File: src/rtl/pipe_hazard_ctrl_pkg.sv
`default_nettype none
// ============================================================================
// Module      : pipe_ctrl_pkg
// Description : Shared types and sizes for the pipeline hazard controller
//               (FSM states, register address type, scoreboard counters).
// Revision    : 1.0 - initial release
// ============================================================================
package pipe_ctrl_pkg;

  localparam int NREG         = 32;
  localparam int CNT_W        = 2;
  localparam int MAX_INFLIGHT = 3;
  localparam int REG_AW       = $clog2(NREG);

  typedef logic [REG_AW-1:0] reg_addr_t;
  typedef logic [CNT_W-1:0]  cnt_t;

  typedef enum logic [1:0] {
    RUN    = 2'd0,
    DRAIN  = 2'd1,
    HALTED = 2'd2
  } hz_state_t;

  // r0 is hard-wired, so it never participates in tracking
  function automatic logic reg_tracked(input reg_addr_t a);
    return (a != '0);
  endfunction

endpackage
`default_nettype wire

File: src/rtl/pipe_hazard_ctrl_if.sv
`default_nettype none
// ============================================================================
// Module      : pipe_hazard_ctrl_if
// Description : Decode/EX/WB/sprite-side signals seen by the hazard
//               controller, and the pipeline controls it returns.
// Revision    : 1.0 - initial release
// ============================================================================
interface pipe_hazard_ctrl_if;
  import pipe_ctrl_pkg::*;

  // decode stage
  logic      id_valid;
  reg_addr_t id_regS;
  reg_addr_t id_regT;
  logic      id_reS;
  logic      id_reT;
  reg_addr_t id_dst_reg;
  logic      id_use_dst;
  logic      id_sprite_op;
  logic      id_hlt;
  // execute / writeback / sprite unit
  logic      ex_mispredict;
  logic      wb_we;
  reg_addr_t wb_dst_reg;
  logic      spr_busy;
  // controls back to the pipeline
  logic      stall_if;
  logic      stall_id;
  logic      flush_if_id;
  logic      bubble_ex;
  logic      id_issue;
  logic      halted;
  logic      sb_err;

  // pipeline side
  modport master (
    output id_valid, id_regS, id_regT, id_reS, id_reT, id_dst_reg,
           id_use_dst, id_sprite_op, id_hlt, ex_mispredict, wb_we,
           wb_dst_reg, spr_busy,
    input  stall_if, stall_id, flush_if_id, bubble_ex, id_issue, halted,
           sb_err
  );

  // controller side
  modport slave (
    input  id_valid, id_regS, id_regT, id_reS, id_reT, id_dst_reg,
           id_use_dst, id_sprite_op, id_hlt, ex_mispredict, wb_we,
           wb_dst_reg, spr_busy,
    output stall_if, stall_id, flush_if_id, bubble_ex, id_issue, halted,
           sb_err
  );

endinterface
`default_nettype wire

File: src/rtl/pipe_hazard_ctrl_scoreboard.sv
`default_nettype none
// ============================================================================
// Module      : hz_scoreboard
// Description : Per-register in-flight write counters. Counts up when a
//               writing instruction issues, down on WB, and answers the
//               read-after-write and saturation lookups for ID.
// Revision    : 1.0 - initial release
// ============================================================================
module hz_scoreboard
  import pipe_ctrl_pkg::*;
(
  input  wire logic      clk,
  input  wire logic      rst_n,
  input  wire reg_addr_t rs_addr_i,
  input  wire logic      rs_rd_i,
  input  wire reg_addr_t rt_addr_i,
  input  wire logic      rt_rd_i,
  input  wire reg_addr_t dst_addr_i,
  input  wire logic      dst_use_i,
  input  wire logic      issue_i,
  input  wire logic      wb_we_i,
  input  wire reg_addr_t wb_addr_i,
  output logic           raw_o,
  output logic           sat_o,
  output logic           all_zero_o,
  output logic           sb_err_o
);

  cnt_t cnt_q [NREG];
  cnt_t cnt_d [NREG];
  logic sb_err_q;
  logic sb_err_d;

  logic w_inc;
  logic w_dec;

  assign w_inc = issue_i & dst_use_i & reg_tracked(dst_addr_i);
  assign w_dec = wb_we_i & reg_tracked(wb_addr_i);

  // next counter values; simultaneous inc+dec on one register cancels out
  always_comb begin
    sb_err_d = sb_err_q;
    for (int r = 0; r < NREG; r++) begin
      logic inc_r;
      logic dec_r;
      cnt_d[r] = cnt_q[r];
      inc_r    = w_inc & (dst_addr_i == REG_AW'(r));
      dec_r    = w_dec & (wb_addr_i == REG_AW'(r));
      if (r == 0) begin
        cnt_d[r] = '0;
      end else if (inc_r && !dec_r) begin
        cnt_d[r] = cnt_q[r] + cnt_t'(1);
      end else if (dec_r && !inc_r) begin
        if (cnt_q[r] == '0) begin
          // WB for a register nobody is waiting on: flag it, keep count at 0
          sb_err_d = 1'b1;
        end else begin
          cnt_d[r] = cnt_q[r] - cnt_t'(1);
        end
      end
    end
  end

  // counter array and sticky error flag
  always_ff @(posedge clk or negedge rst_n) begin
    if (!rst_n) begin
      for (int r = 0; r < NREG; r++) begin
        cnt_q[r] <= '0;
      end
      sb_err_q <= 1'b0;
    end else begin
      for (int r = 0; r < NREG; r++) begin
        cnt_q[r] <= cnt_d[r];
      end
      sb_err_q <= sb_err_d;
    end
  end

  // zero-latency lookups for the instruction sitting in ID
  always_comb begin
    raw_o = (rs_rd_i & reg_tracked(rs_addr_i) & (cnt_q[rs_addr_i] != '0)) |
            (rt_rd_i & reg_tracked(rt_addr_i) & (cnt_q[rt_addr_i] != '0));
    sat_o = dst_use_i & reg_tracked(dst_addr_i) &
            (cnt_q[dst_addr_i] == cnt_t'(MAX_INFLIGHT));
  end

  // pipeline is quiescent when no register has a write outstanding
  always_comb begin
    all_zero_o = 1'b1;
    for (int r = 0; r < NREG; r++) begin
      if (cnt_q[r] != '0) begin
        all_zero_o = 1'b0;
      end
    end
  end

  assign sb_err_o = sb_err_q;

endmodule
`default_nettype wire

File: src/rtl/pipe_hazard_ctrl.sv
`default_nettype none
// ============================================================================
// Module      : pipe_hazard_ctrl
// Description : Decode-side sequencing controller: RAW/saturation/sprite
//               stalls, mispredict flush, and HALT drain-and-park FSM.
// Revision    : 1.0 - initial release
// ============================================================================
module pipe_hazard_ctrl
  import pipe_ctrl_pkg::*;
(
  input  wire logic          clk,
  input  wire logic          rst_n,
  pipe_hazard_ctrl_if.slave  ctrl
);

  hz_state_t state_q;
  hz_state_t state_d;

  logic w_raw;
  logic w_sat;
  logic w_spr;
  logic w_all_zero;
  logic w_sb_err;
  logic w_hold;
  logic w_stall;
  logic w_flush;
  logic w_bubble;
  logic w_issue;

  hz_scoreboard u_scoreboard (
    .clk        (clk),
    .rst_n      (rst_n),
    .rs_addr_i  (ctrl.id_regS),
    .rs_rd_i    (ctrl.id_reS),
    .rt_addr_i  (ctrl.id_regT),
    .rt_rd_i    (ctrl.id_reT),
    .dst_addr_i (ctrl.id_dst_reg),
    .dst_use_i  (ctrl.id_use_dst),
    .issue_i    (w_issue),
    .wb_we_i    (ctrl.wb_we),
    .wb_addr_i  (ctrl.wb_dst_reg),
    .raw_o      (w_raw),
    .sat_o      (w_sat),
    .all_zero_o (w_all_zero),
    .sb_err_o   (w_sb_err)
  );

  assign w_spr  = ctrl.id_sprite_op & ctrl.spr_busy;
  assign w_hold = ctrl.id_valid & (w_raw | w_sat | w_spr | (state_q != RUN));

  // stall/flush priority and FSM next state; mispredict only acts in RUN
  always_comb begin
    w_stall  = 1'b0;
    w_flush  = 1'b0;
    w_bubble = 1'b0;
    w_issue  = 1'b0;
    state_d  = state_q;

    if ((state_q == RUN) && ctrl.ex_mispredict) begin
      w_flush  = 1'b1;
      w_bubble = 1'b1;
    end else begin
      w_stall  = w_hold;
      w_bubble = w_hold;
      w_issue  = ctrl.id_valid & ~w_hold;
    end

    // draining or parked: front end is frozen regardless of ID contents
    if (state_q != RUN) begin
      w_stall = 1'b1;
    end

    case (state_q)
      RUN: begin
        if (w_issue && ctrl.id_hlt) begin
          state_d = DRAIN;
        end
      end
      DRAIN: begin
        if (w_all_zero && !ctrl.spr_busy) begin
          state_d = HALTED;
        end
      end
      HALTED: begin
        state_d = HALTED;
      end
      default: begin
        state_d = RUN;
      end
    endcase
  end

  // FSM state register
  always_ff @(posedge clk or negedge rst_n) begin
    if (!rst_n) begin
      state_q <= RUN;
    end else begin
      state_q <= state_d;
    end
  end

  assign ctrl.stall_if    = w_stall;
  assign ctrl.stall_id    = w_stall;
  assign ctrl.flush_if_id = w_flush;
  assign ctrl.bubble_ex   = w_bubble;
  assign ctrl.id_issue    = w_issue;
  assign ctrl.halted      = (state_q == HALTED);
  assign ctrl.sb_err      = w_sb_err;

endmodule
`default_nettype wire
File: src/flat_wrapper.sv
// flat-port wrapper written by rule: the top's interface ports become plain ports
module pipe_hazard_ctrl_flat import pipe_ctrl_pkg::*;
  (clk, rst_n, ctrl_id_valid, ctrl_id_regS, ctrl_id_regT, ctrl_id_reS, ctrl_id_reT, ctrl_id_dst_reg, ctrl_id_use_dst, ctrl_id_sprite_op, ctrl_id_hlt, ctrl_ex_mispredict, ctrl_wb_we, ctrl_wb_dst_reg, ctrl_spr_busy, ctrl_stall_if, ctrl_stall_id, ctrl_flush_if_id, ctrl_bubble_ex, ctrl_id_issue, ctrl_halted, ctrl_sb_err);
  pipe_hazard_ctrl_if ctrl_i ();
  input  wire logic clk;
  input  wire logic rst_n;
  input wire logic [$bits(ctrl_i.id_valid)-1:0] ctrl_id_valid;
  input wire logic [$bits(ctrl_i.id_regS)-1:0] ctrl_id_regS;
  input wire logic [$bits(ctrl_i.id_regT)-1:0] ctrl_id_regT;
  input wire logic [$bits(ctrl_i.id_reS)-1:0] ctrl_id_reS;
  input wire logic [$bits(ctrl_i.id_reT)-1:0] ctrl_id_reT;
  input wire logic [$bits(ctrl_i.id_dst_reg)-1:0] ctrl_id_dst_reg;
  input wire logic [$bits(ctrl_i.id_use_dst)-1:0] ctrl_id_use_dst;
  input wire logic [$bits(ctrl_i.id_sprite_op)-1:0] ctrl_id_sprite_op;
  input wire logic [$bits(ctrl_i.id_hlt)-1:0] ctrl_id_hlt;
  input wire logic [$bits(ctrl_i.ex_mispredict)-1:0] ctrl_ex_mispredict;
  input wire logic [$bits(ctrl_i.wb_we)-1:0] ctrl_wb_we;
  input wire logic [$bits(ctrl_i.wb_dst_reg)-1:0] ctrl_wb_dst_reg;
  input wire logic [$bits(ctrl_i.spr_busy)-1:0] ctrl_spr_busy;
  output wire logic [$bits(ctrl_i.stall_if)-1:0] ctrl_stall_if;
  output wire logic [$bits(ctrl_i.stall_id)-1:0] ctrl_stall_id;
  output wire logic [$bits(ctrl_i.flush_if_id)-1:0] ctrl_flush_if_id;
  output wire logic [$bits(ctrl_i.bubble_ex)-1:0] ctrl_bubble_ex;
  output wire logic [$bits(ctrl_i.id_issue)-1:0] ctrl_id_issue;
  output wire logic [$bits(ctrl_i.halted)-1:0] ctrl_halted;
  output wire logic [$bits(ctrl_i.sb_err)-1:0] ctrl_sb_err;
  assign ctrl_i.id_valid = ctrl_id_valid;
  assign ctrl_i.id_regS = ctrl_id_regS;
  assign ctrl_i.id_regT = ctrl_id_regT;
  assign ctrl_i.id_reS = ctrl_id_reS;
  assign ctrl_i.id_reT = ctrl_id_reT;
  assign ctrl_i.id_dst_reg = ctrl_id_dst_reg;
  assign ctrl_i.id_use_dst = ctrl_id_use_dst;
  assign ctrl_i.id_sprite_op = ctrl_id_sprite_op;
  assign ctrl_i.id_hlt = ctrl_id_hlt;
  assign ctrl_i.ex_mispredict = ctrl_ex_mispredict;
  assign ctrl_i.wb_we = ctrl_wb_we;
  assign ctrl_i.wb_dst_reg = ctrl_wb_dst_reg;
  assign ctrl_i.spr_busy = ctrl_spr_busy;
  assign ctrl_stall_if = ctrl_i.stall_if;
  assign ctrl_stall_id = ctrl_i.stall_id;
  assign ctrl_flush_if_id = ctrl_i.flush_if_id;
  assign ctrl_bubble_ex = ctrl_i.bubble_ex;
  assign ctrl_id_issue = ctrl_i.id_issue;
  assign ctrl_halted = ctrl_i.halted;
  assign ctrl_sb_err = ctrl_i.sb_err;
  pipe_hazard_ctrl u_core (.clk(clk), .rst_n(rst_n), .ctrl(ctrl_i));
endmodule
File: config.mk
export PLATFORM = sky130hd
export DESIGN_NAME = pipe_hazard_ctrl_flat
export DESIGN_NICKNAME = d
export VERILOG_FILES = /design/src/rtl/pipe_hazard_ctrl_pkg.sv /design/src/rtl/pipe_hazard_ctrl_if.sv /design/src/rtl/pipe_hazard_ctrl_scoreboard.sv /design/src/rtl/pipe_hazard_ctrl.sv /design/src/flat_wrapper.sv
export SDC_FILE = /design/constraint.sdc
export NUM_CORES = 1
export LEC_CHECK = 0
export ABC_AREA = 1
export CORE_ASPECT_RATIO = 1.4
export CORE_UTILIZATION = 40
export CTS_CLUSTER_DIAMETER = 80
export DETAILED_ROUTE_END_ITERATION = 7
export SKIP_LAST_GASP = 1
export SLEW_MARGIN = 20
export SYNTH_ARGS = -nofsm -noshare
export SYNTH_HDL_FRONTEND = slang
export SYNTH_SLANG_ARGS = --single-unit
File: constraint.sdc
create_clock -name clk -period 2.7 [get_ports clk]
set_input_delay 0.27 -clock clk [delete_from_list [all_inputs] [get_ports clk]]
set_output_delay 0.27 -clock clk [all_outputs]
set_load 0.02 [all_outputs]
## Word level (Yosys, flattened, before mapping)

Cells that the tools add are included.

| word-level totals | value |
|---|---|
| input bits | 31 |
| register bits | 65 |
| output and inout bits | 7 |

| cells by class | value |
|---|---|
| eq/ne operators | 98 |
| reduce and logical (&&, ||, !) cells | 261 |
| $add $sub $neg | 62 |
| muxes and demuxes | 234 |
| bitwise logic cells | 82 |
| order comparisons | 3 |

Operators with widths:

| kind | count |
|---|---|
| 2-bit two-way mux | 101 |
| 5-bit == test (second input constant) | 32 |
| 2-bit nonzero test | 65 |
| 1-bit two-way mux | 129 |
| 5-bit by 4-bit == test with 1-bit output (second input constant) | 16 |
| 1-bit bitwise AND | 74 |
| 1-bit logical AND | 65 |
| 2-bit logical NOT | 32 |
| 2-bit inequality test (second input constant) | 32 |
| 2-bit AND reduction | 32 |
| 1-bit logical NOT | 63 |
| 2-bit by 1-bit adder with 2-bit output (second input constant) | 31 |
| 2-bit by 1-bit subtractor with 2-bit output (second input constant) | 31 |
| 5-bit by 3-bit == test with 1-bit output (second input constant) | 8 |
| 2-bit binary-select mux with 5-bit select | 3 |
| 5-bit by 2-bit == test with 1-bit output (second input constant) | 4 |
| 5-bit nonzero test | 4 |
| 6-bit greater-or-equal comparator (second input constant) | 3 |
| 5-bit NOT with 6-bit output | 3 |
| 5-bit by 1-bit == test with 1-bit output (second input constant) | 2 |
| 2-bit case mux with 3 select lines | 1 |
| 2-bit == test (second input constant) | 2 |
| 1-bit OR | 4 |
| 2-bit by 1-bit == test with 1-bit output (second input constant) | 1 |
| 2 further kinds | 2 |

## Longest topological paths before layout

| depth | value |
|---|---|
| word-level depth | 111 |
| depth in mapped cells | 27 |

## Hierarchy

Synthesis repeated with hierarchy kept, for this count alone.

| unflattened totals | value |
|---|---|
| cell total of the unflattened synthesis | 1035 |
| area, all modules | 6536.3 sq um |

By module, submodules not included:

| module | cells each | sequential area each (sq um) | times used | area an instance (sq um) |
|---|---|---|---|---|
| hz_scoreboard | 1001 | 1576.5 | 1 | 6299.8 |
| pipe_hazard_ctrl | 34 | 50.0 | 1 | 236.5 |

## Worst setup path before layout

No wires, ideal clock.

| path | value |
|---|---|
| path kind | register to register |
| start | register u_core.u_scoreboard.cnt_q[4] (netlist name) |
| end | register u_core.u_scoreboard.sb_err_q, in the netlist u_core.u_scoreboard.sb_err_o |
| path slack | -118 ps |
| cell stages (with the launch flop) | 24 |
| data required time | 2552 ps |
| path buffers | 1 |
| arrival | 2670 ps |
| path through | dfrtp_1 -> nor2_1 -> nor2_1 -> nor2_1 -> nand3_1 -> nand2_1 -> nand2_1 -> nand2_1 -> nand2_1 -> nand3_1 -> nand2_1 -> nor2_2 -> and2_4 -> nand2_2 -> nor2_8 -> buf_6 -> nand3_2 -> inv_2 -> ha_1 -> inv_1 -> nand2_1 -> nor2_1 -> a2111oi_0 -> nand4_1 |

| between the ends | value |
|---|---|
| longest elaborated chain between the ends | 110 |
| elaborated cells on any way between the ends | 242 |
| those cells by class | 1 x eq/ne; 102 x mux; 43 x bitwise; 96 x reduce/logical |

Ends and longest elaborated chain:

| item | line | text |
|---|---|---|
| start, declared | pipe_hazard_ctrl_scoreboard.sv:29 | `cnt_t cnt_q [NREG];` |
| start signal, assigned by index | pipe_hazard_ctrl_scoreboard.sv:73 | `cnt_q[r] <= cnt_d[r];` |
| 2-bit binary-select mux with 5-bit select, on equally long branches | pipe_hazard_ctrl_scoreboard.sv:81, pipe_hazard_ctrl_scoreboard.sv:82 |  |
| 2-bit two-way mux, on equally long branches (2 in series) | pipe_hazard_ctrl_scoreboard.sv:81, pipe_hazard_ctrl_scoreboard.sv:82 |  |
| 2-bit nonzero test, on equally long branches | pipe_hazard_ctrl_scoreboard.sv:81, pipe_hazard_ctrl_scoreboard.sv:82 |  |
| 1-bit bitwise AND, on equally long branches | pipe_hazard_ctrl_scoreboard.sv:81, pipe_hazard_ctrl_scoreboard.sv:82 |  |
| 1-bit OR | pipe_hazard_ctrl_scoreboard.sv:81 | `raw_o = (rs_rd_i & reg_tracked(rs_addr_i) & (cnt_q[rs_addr_i] != '0)) \|` |
| 1-bit OR (3 in series) | pipe_hazard_ctrl.sv:49 | `assign w_hold = ctrl.id_valid & (w_raw \| w_sat \| w_spr \| (state_q != RUN));` |
| 1-bit bitwise AND | pipe_hazard_ctrl.sv:49 |  |
| 1-bit NOT | pipe_hazard_ctrl.sv:65 | `w_issue = ctrl.id_valid & ~w_hold;` |
| (+92 left out) | -- |  |
| 1-bit two-way mux | pipe_hazard_ctrl_scoreboard.sv:51 | `end else if (inc_r && !dec_r) begin` |
| 1-bit two-way mux | pipe_hazard_ctrl_scoreboard.sv:54 | `if (cnt_q[r] == '0) begin` |
| 1-bit two-way mux | pipe_hazard_ctrl_scoreboard.sv:53 | `end else if (dec_r && !inc_r) begin` |
| 1-bit two-way mux | pipe_hazard_ctrl_scoreboard.sv:51 |  |
| 1-bit two-way mux | pipe_hazard_ctrl_scoreboard.sv:54 |  |
| 1-bit two-way mux | pipe_hazard_ctrl_scoreboard.sv:53 |  |
| 1-bit two-way mux * | pipe_hazard_ctrl_scoreboard.sv:51 |  |
| via u_core.u_scoreboard.sb_err_d | pipe_hazard_ctrl_scoreboard.sv:32 | `logic sb_err_d;` |
| end signal, assigned | pipe_hazard_ctrl_scoreboard.sv:75 | `sb_err_q <= sb_err_d;` |
| end, declared | pipe_hazard_ctrl_scoreboard.sv:31 | `logic sb_err_q;` |

Mark *: on every way through the listed nets, which the timed path passes. The rest lies on a longest branch. The select of a mux whose other input is x is not followed.
A chain may end at the register's enable or synchronous reset.

## Final worst setup path

Ends and elaborated chain as after synthesis.

==> flow_summary.yaml <==
status:
  result_of_the_run: "finished with violations"
  failed_checks: "design-rule violations, negative setup slack"
sta:
  finalCriticalPeriod_ps: 3330
  final_period_utilization_pct: 123
  finalClockSkew_ps: 6.25
  worstMarginPinSlew_ps: 601
  timing.max_slew.rel_slack_pct: 59.9
  setup_viol: 65
  timing.hold.ws_ps: 450
  max_clock_freq_mhz: 300
  drv_slew: 0
  hold_violations: 0
  timing.setup.tns_ps: -15890
  final.setup.worst_slack_ps: -634
  setup_repair_after_global_routing_missed_its_margin: "yes"
critical_path:
  startpoint_type: "flip-flop"
  timing_worst_setup_path_type: "reg -> reg"
  path_max_fanout: 6
  critPathCaptureType: "flip-flop"
  critical-path-top-cell-by-count: "sky130_fd_sc_hd__nand2_1"
  timing.reg2reg.setup_slack_ps: -630
  path_delay_family: "simple AND/OR/NAND/NOR gates"
  worst_path_max_stage_delay_ps: 400
  critical_path_cell_count: 25
  critical_path_arrival_ps: 3560
  ff2ff_path_depth: 25
  cpMaxStageDelayCell: "sky130_fd_sc_hd__dfrtp_1"
  critical_path_required_ps: 2920
  cp_num_buf_inv: 5
synthesis:
  netlist_area_um2: 6750
  syn-instance-count: 1053
  synth_nets: 1150
  synth_area_per_cell_um2: 6.41
  ys_seq_area_share_pct: 24.1
  synth_cell_type_count: 36
  ys.warnings.count: 0
  ys_ff_latch: 65
cells_and_area:
  fillers: 1292
  syn_to_final_growth_pct: 66.8
  layout.nets: 1457
  share_of_final_layout_standard_cells_stronger_than_drive_strength_1_pct: 42.0
  antenna_cells: 0
die:
  ioPinCount: 38
  floorplan.initialDensity_pct: 41.4
  die_h_um: 156
  dieArea_um2: 17400
  die-width_um: 112
  std_cell_rows: 55
  placeableCoreArea_um2: 16300
power_and_ir_drop:
  powerDensity_nw_per_um2: 337
  power.ir.vdd_worst_mv: 0.263
  cellLeakagePower_uw: 0.00549
clocking:
  maximum_level_of_the_cts_h_tree: 3
  ctsLongestPathBuffers: 2
  path_clk_slew_ps: 60
  tritoncts_clock_tree: "built"
  tritoncts.num_buffers: 9
  clkSinkCount: 65
  clk-insertion-delay-late_ps: 360
  cts_root_buffer: "sky130_fd_sc_hd__clkbuf_16"
global_routing:
  number_of_global_route_vias_before_repair: 8367
  grt_max_degree: 44
  grt_antenna_before_repair: 0
  global_route.overflow_total: 0
  groute.usage.overall_pct: 31.1
  grt_first_pass_wirelength_um: 41700
placement:
  hpwl_um: 19600
  globalplace.congestion: 0.962
  place_ws_ps: -1260
  place.port_buffers: 37
routing:
  routed-via-count: 8417
  detailedRoute.firstPassIterationCount: 8
  remaining_drc_errors: 7
  drt-total-wl_um: 26800
  wire_per_inst_um: 17.2
  antenna_violating_nets_post_route: 0
  via_per_inst: 5.38
  count_of_routing_violations_after_the_opening_detailed_route_iteration: 515
job:
  drv.max_cap_violation_count: 0
worst_hold_path:
  worstHoldPathType: "in -> async"
flip-flops by register name, summed over array words and instances, names as in the netlist:
name,flops
u_core.u_scoreboard.cnt_q,62
u_core.state_q,2
u_core.u_scoreboard.sb_err_o,1
power breakdown:
| part | internal, uW | leakage [uW] | switching, uW |
|---|---|---|---|
| Clock | 616 | 0.000130 | 475 |
| Combinational | 722 | 0.00449 | 878 |
| Sequential | 1050 | 0.000872 | 56.5 |
logic make-up (layout without fill, tap and decap cells):
logic type / count (synthesis) / after routing / share of synthesized area [%]
adder cells (fa/ha/maj): 66 / 66 / 12.2
AO/OA/AOI/OAI: 151 / 151 / 12.8
buffers and inverters: 219 / 531 / 12.9
XOR/XNOR: 20 / 20 / 2.59
AND/OR/NAND/NOR: 532 / 532 / 35.4
flip-flops: 65 / 65 / 24.1
what timing repair did:
action,CTS,global route
cloned,1,0
endpoints found under the setup margin,67,69
resized for setup,249,129
hold buffers,1,0
pin swaps,76,67
hold endpoints to repair,22,0
buffers inserted,20,16
metrics by stage:
stage,utilization [%],cells,total power (uW),cell area (um^2)
6_report,69.1,1564,3800,11300
5_1_grt,69.1,1564,3970,11300
2_1_floorplan,-,1053,1710,6770
3_3_place_gp,56.5,1522,2460,9220
3_5_place_dp,56.5,1522,2460,9220
4_1_cts,66.0,1558,3700,10800
cell usage after synthesis (all sizes together):
library cell	n	area share, %
o41ai	10	1.3
a31oi	1	0.093
nor3	27	2.0
a21boi	1	0.11
nand3	92	9.0
nand3b	2	0.22
a211oi	1	0.11
nor4	4	0.37
and2	1	0.13
ha	66	12
nor2	154	9.1
dfrtp	65	24
nand4	10	0.93
clkbuf	2	0.11
o221ai	1	0.13
o21ai	52	4.0
a21oi	61	4.5
or2	3	0.28
o211ai	14	1.6
a2111oi	1	0.13
xor2	20	2.6
nand2	239	13
inv	200	11
o22ai	9	0.83
buf	17	1.7
per-layer routing:
metal  global-route usage [%]  wire [um]  vias up
met1                     34.2      10200     3970
met4                     22.6       1920        0
met5                        0          0        -
met2                     53.4      13000      337
li1                         -          -     3992
met3                     5.94       1670      118
placed cells by master (no fill, tap or decap), types with 4 or more instances in the layout:
| cell type | n |
|---|---|
| sky130_fd_sc_hd__o41ai_2 | 7 |
| sky130_fd_sc_hd__o21ai_2 | 9 |
| sky130_fd_sc_hd__nand3_2 | 17 |
| sky130_fd_sc_hd__nor2_4 | 11 |
| sky130_fd_sc_hd__nor3_1 | 4 |
| sky130_fd_sc_hd__a21oi_4 | 6 |
| sky130_fd_sc_hd__clkdlybuf4s50_1 | 24 |
| sky130_fd_sc_hd__a21oi_1 | 44 |
| sky130_fd_sc_hd__a21oi_2 | 11 |
| sky130_fd_sc_hd__nand2_1 | 215 |
| sky130_fd_sc_hd__dlygate4sd2_1 | 4 |
| sky130_fd_sc_hd__inv_1 | 133 |
| sky130_fd_sc_hd__nor3_4 | 15 |
| sky130_fd_sc_hd__ha_1 | 19 |
| sky130_fd_sc_hd__nand2_2 | 22 |
| sky130_fd_sc_hd__buf_12 | 7 |
| sky130_fd_sc_hd__o211ai_1 | 14 |
| sky130_fd_sc_hd__nand3_4 | 24 |
| sky130_fd_sc_hd__buf_6 | 39 |
| sky130_fd_sc_hd__dfrtp_1 | 63 |
| sky130_fd_sc_hd__buf_4 | 232 |
| sky130_fd_sc_hd__xor2_1 | 20 |
| sky130_fd_sc_hd__inv_4 | 9 |
| sky130_fd_sc_hd__clkbuf_16 | 9 |
| sky130_fd_sc_hd__o21ai_1 | 23 |
| sky130_fd_sc_hd__o22ai_1 | 8 |
| sky130_fd_sc_hd__ha_4 | 44 |
| sky130_fd_sc_hd__nor2_1 | 124 |
| sky130_fd_sc_hd__nor3_2 | 8 |
| sky130_fd_sc_hd__nand3_1 | 51 |
| sky130_fd_sc_hd__inv_2 | 58 |
| sky130_fd_sc_hd__clkinv_2 | 4 |
| sky130_fd_sc_hd__nor2_2 | 18 |
| sky130_fd_sc_hd__o21ai_0 | 19 |
| sky130_fd_sc_hd__nand4_1 | 10 |
final timing paths:
check                                                                from                                         to
worst max register to register   u_core.u_scoreboard.cnt_q[4]$_DFFE_PN0P_     u_core.u_scoreboard.sb_err_o$_DFF_PN0_
worst min register to register  u_core.u_scoreboard.cnt_q[41]$_DFFE_PN0P_  u_core.u_scoreboard.cnt_q[41]$_DFFE_PN0P_
worst min-delay path                                                rst_n  u_core.u_scoreboard.cnt_q[17]$_DFFE_PN0P_
worst max-delay path             u_core.u_scoreboard.cnt_q[4]$_DFFE_PN0P_     u_core.u_scoreboard.sb_err_o$_DFF_PN0_
min in group clk                u_core.u_scoreboard.cnt_q[41]$_DFFE_PN0P_  u_core.u_scoreboard.cnt_q[41]$_DFFE_PN0P_
max in group asynchronous                                           rst_n  u_core.u_scoreboard.cnt_q[51]$_DFFE_PN0P_
cell type report:
class / instances / area [um^2] / share of cell area [%]
Clock buffer: 12 / 236 / 2.10
Sequential cell: 65 / 1630 / 14.5
Timing Repair Buffer: 315 / 2680 / 23.8
Inverter: 200 / 773 / 6.86
Multi-Input combinational cell: 769 / 5680 / 50.4
Clock inverter: 4 / 20.0 / 0.178
Tap cell: 199 / 249 / 2.21
(Power assumes the default switching activity.)
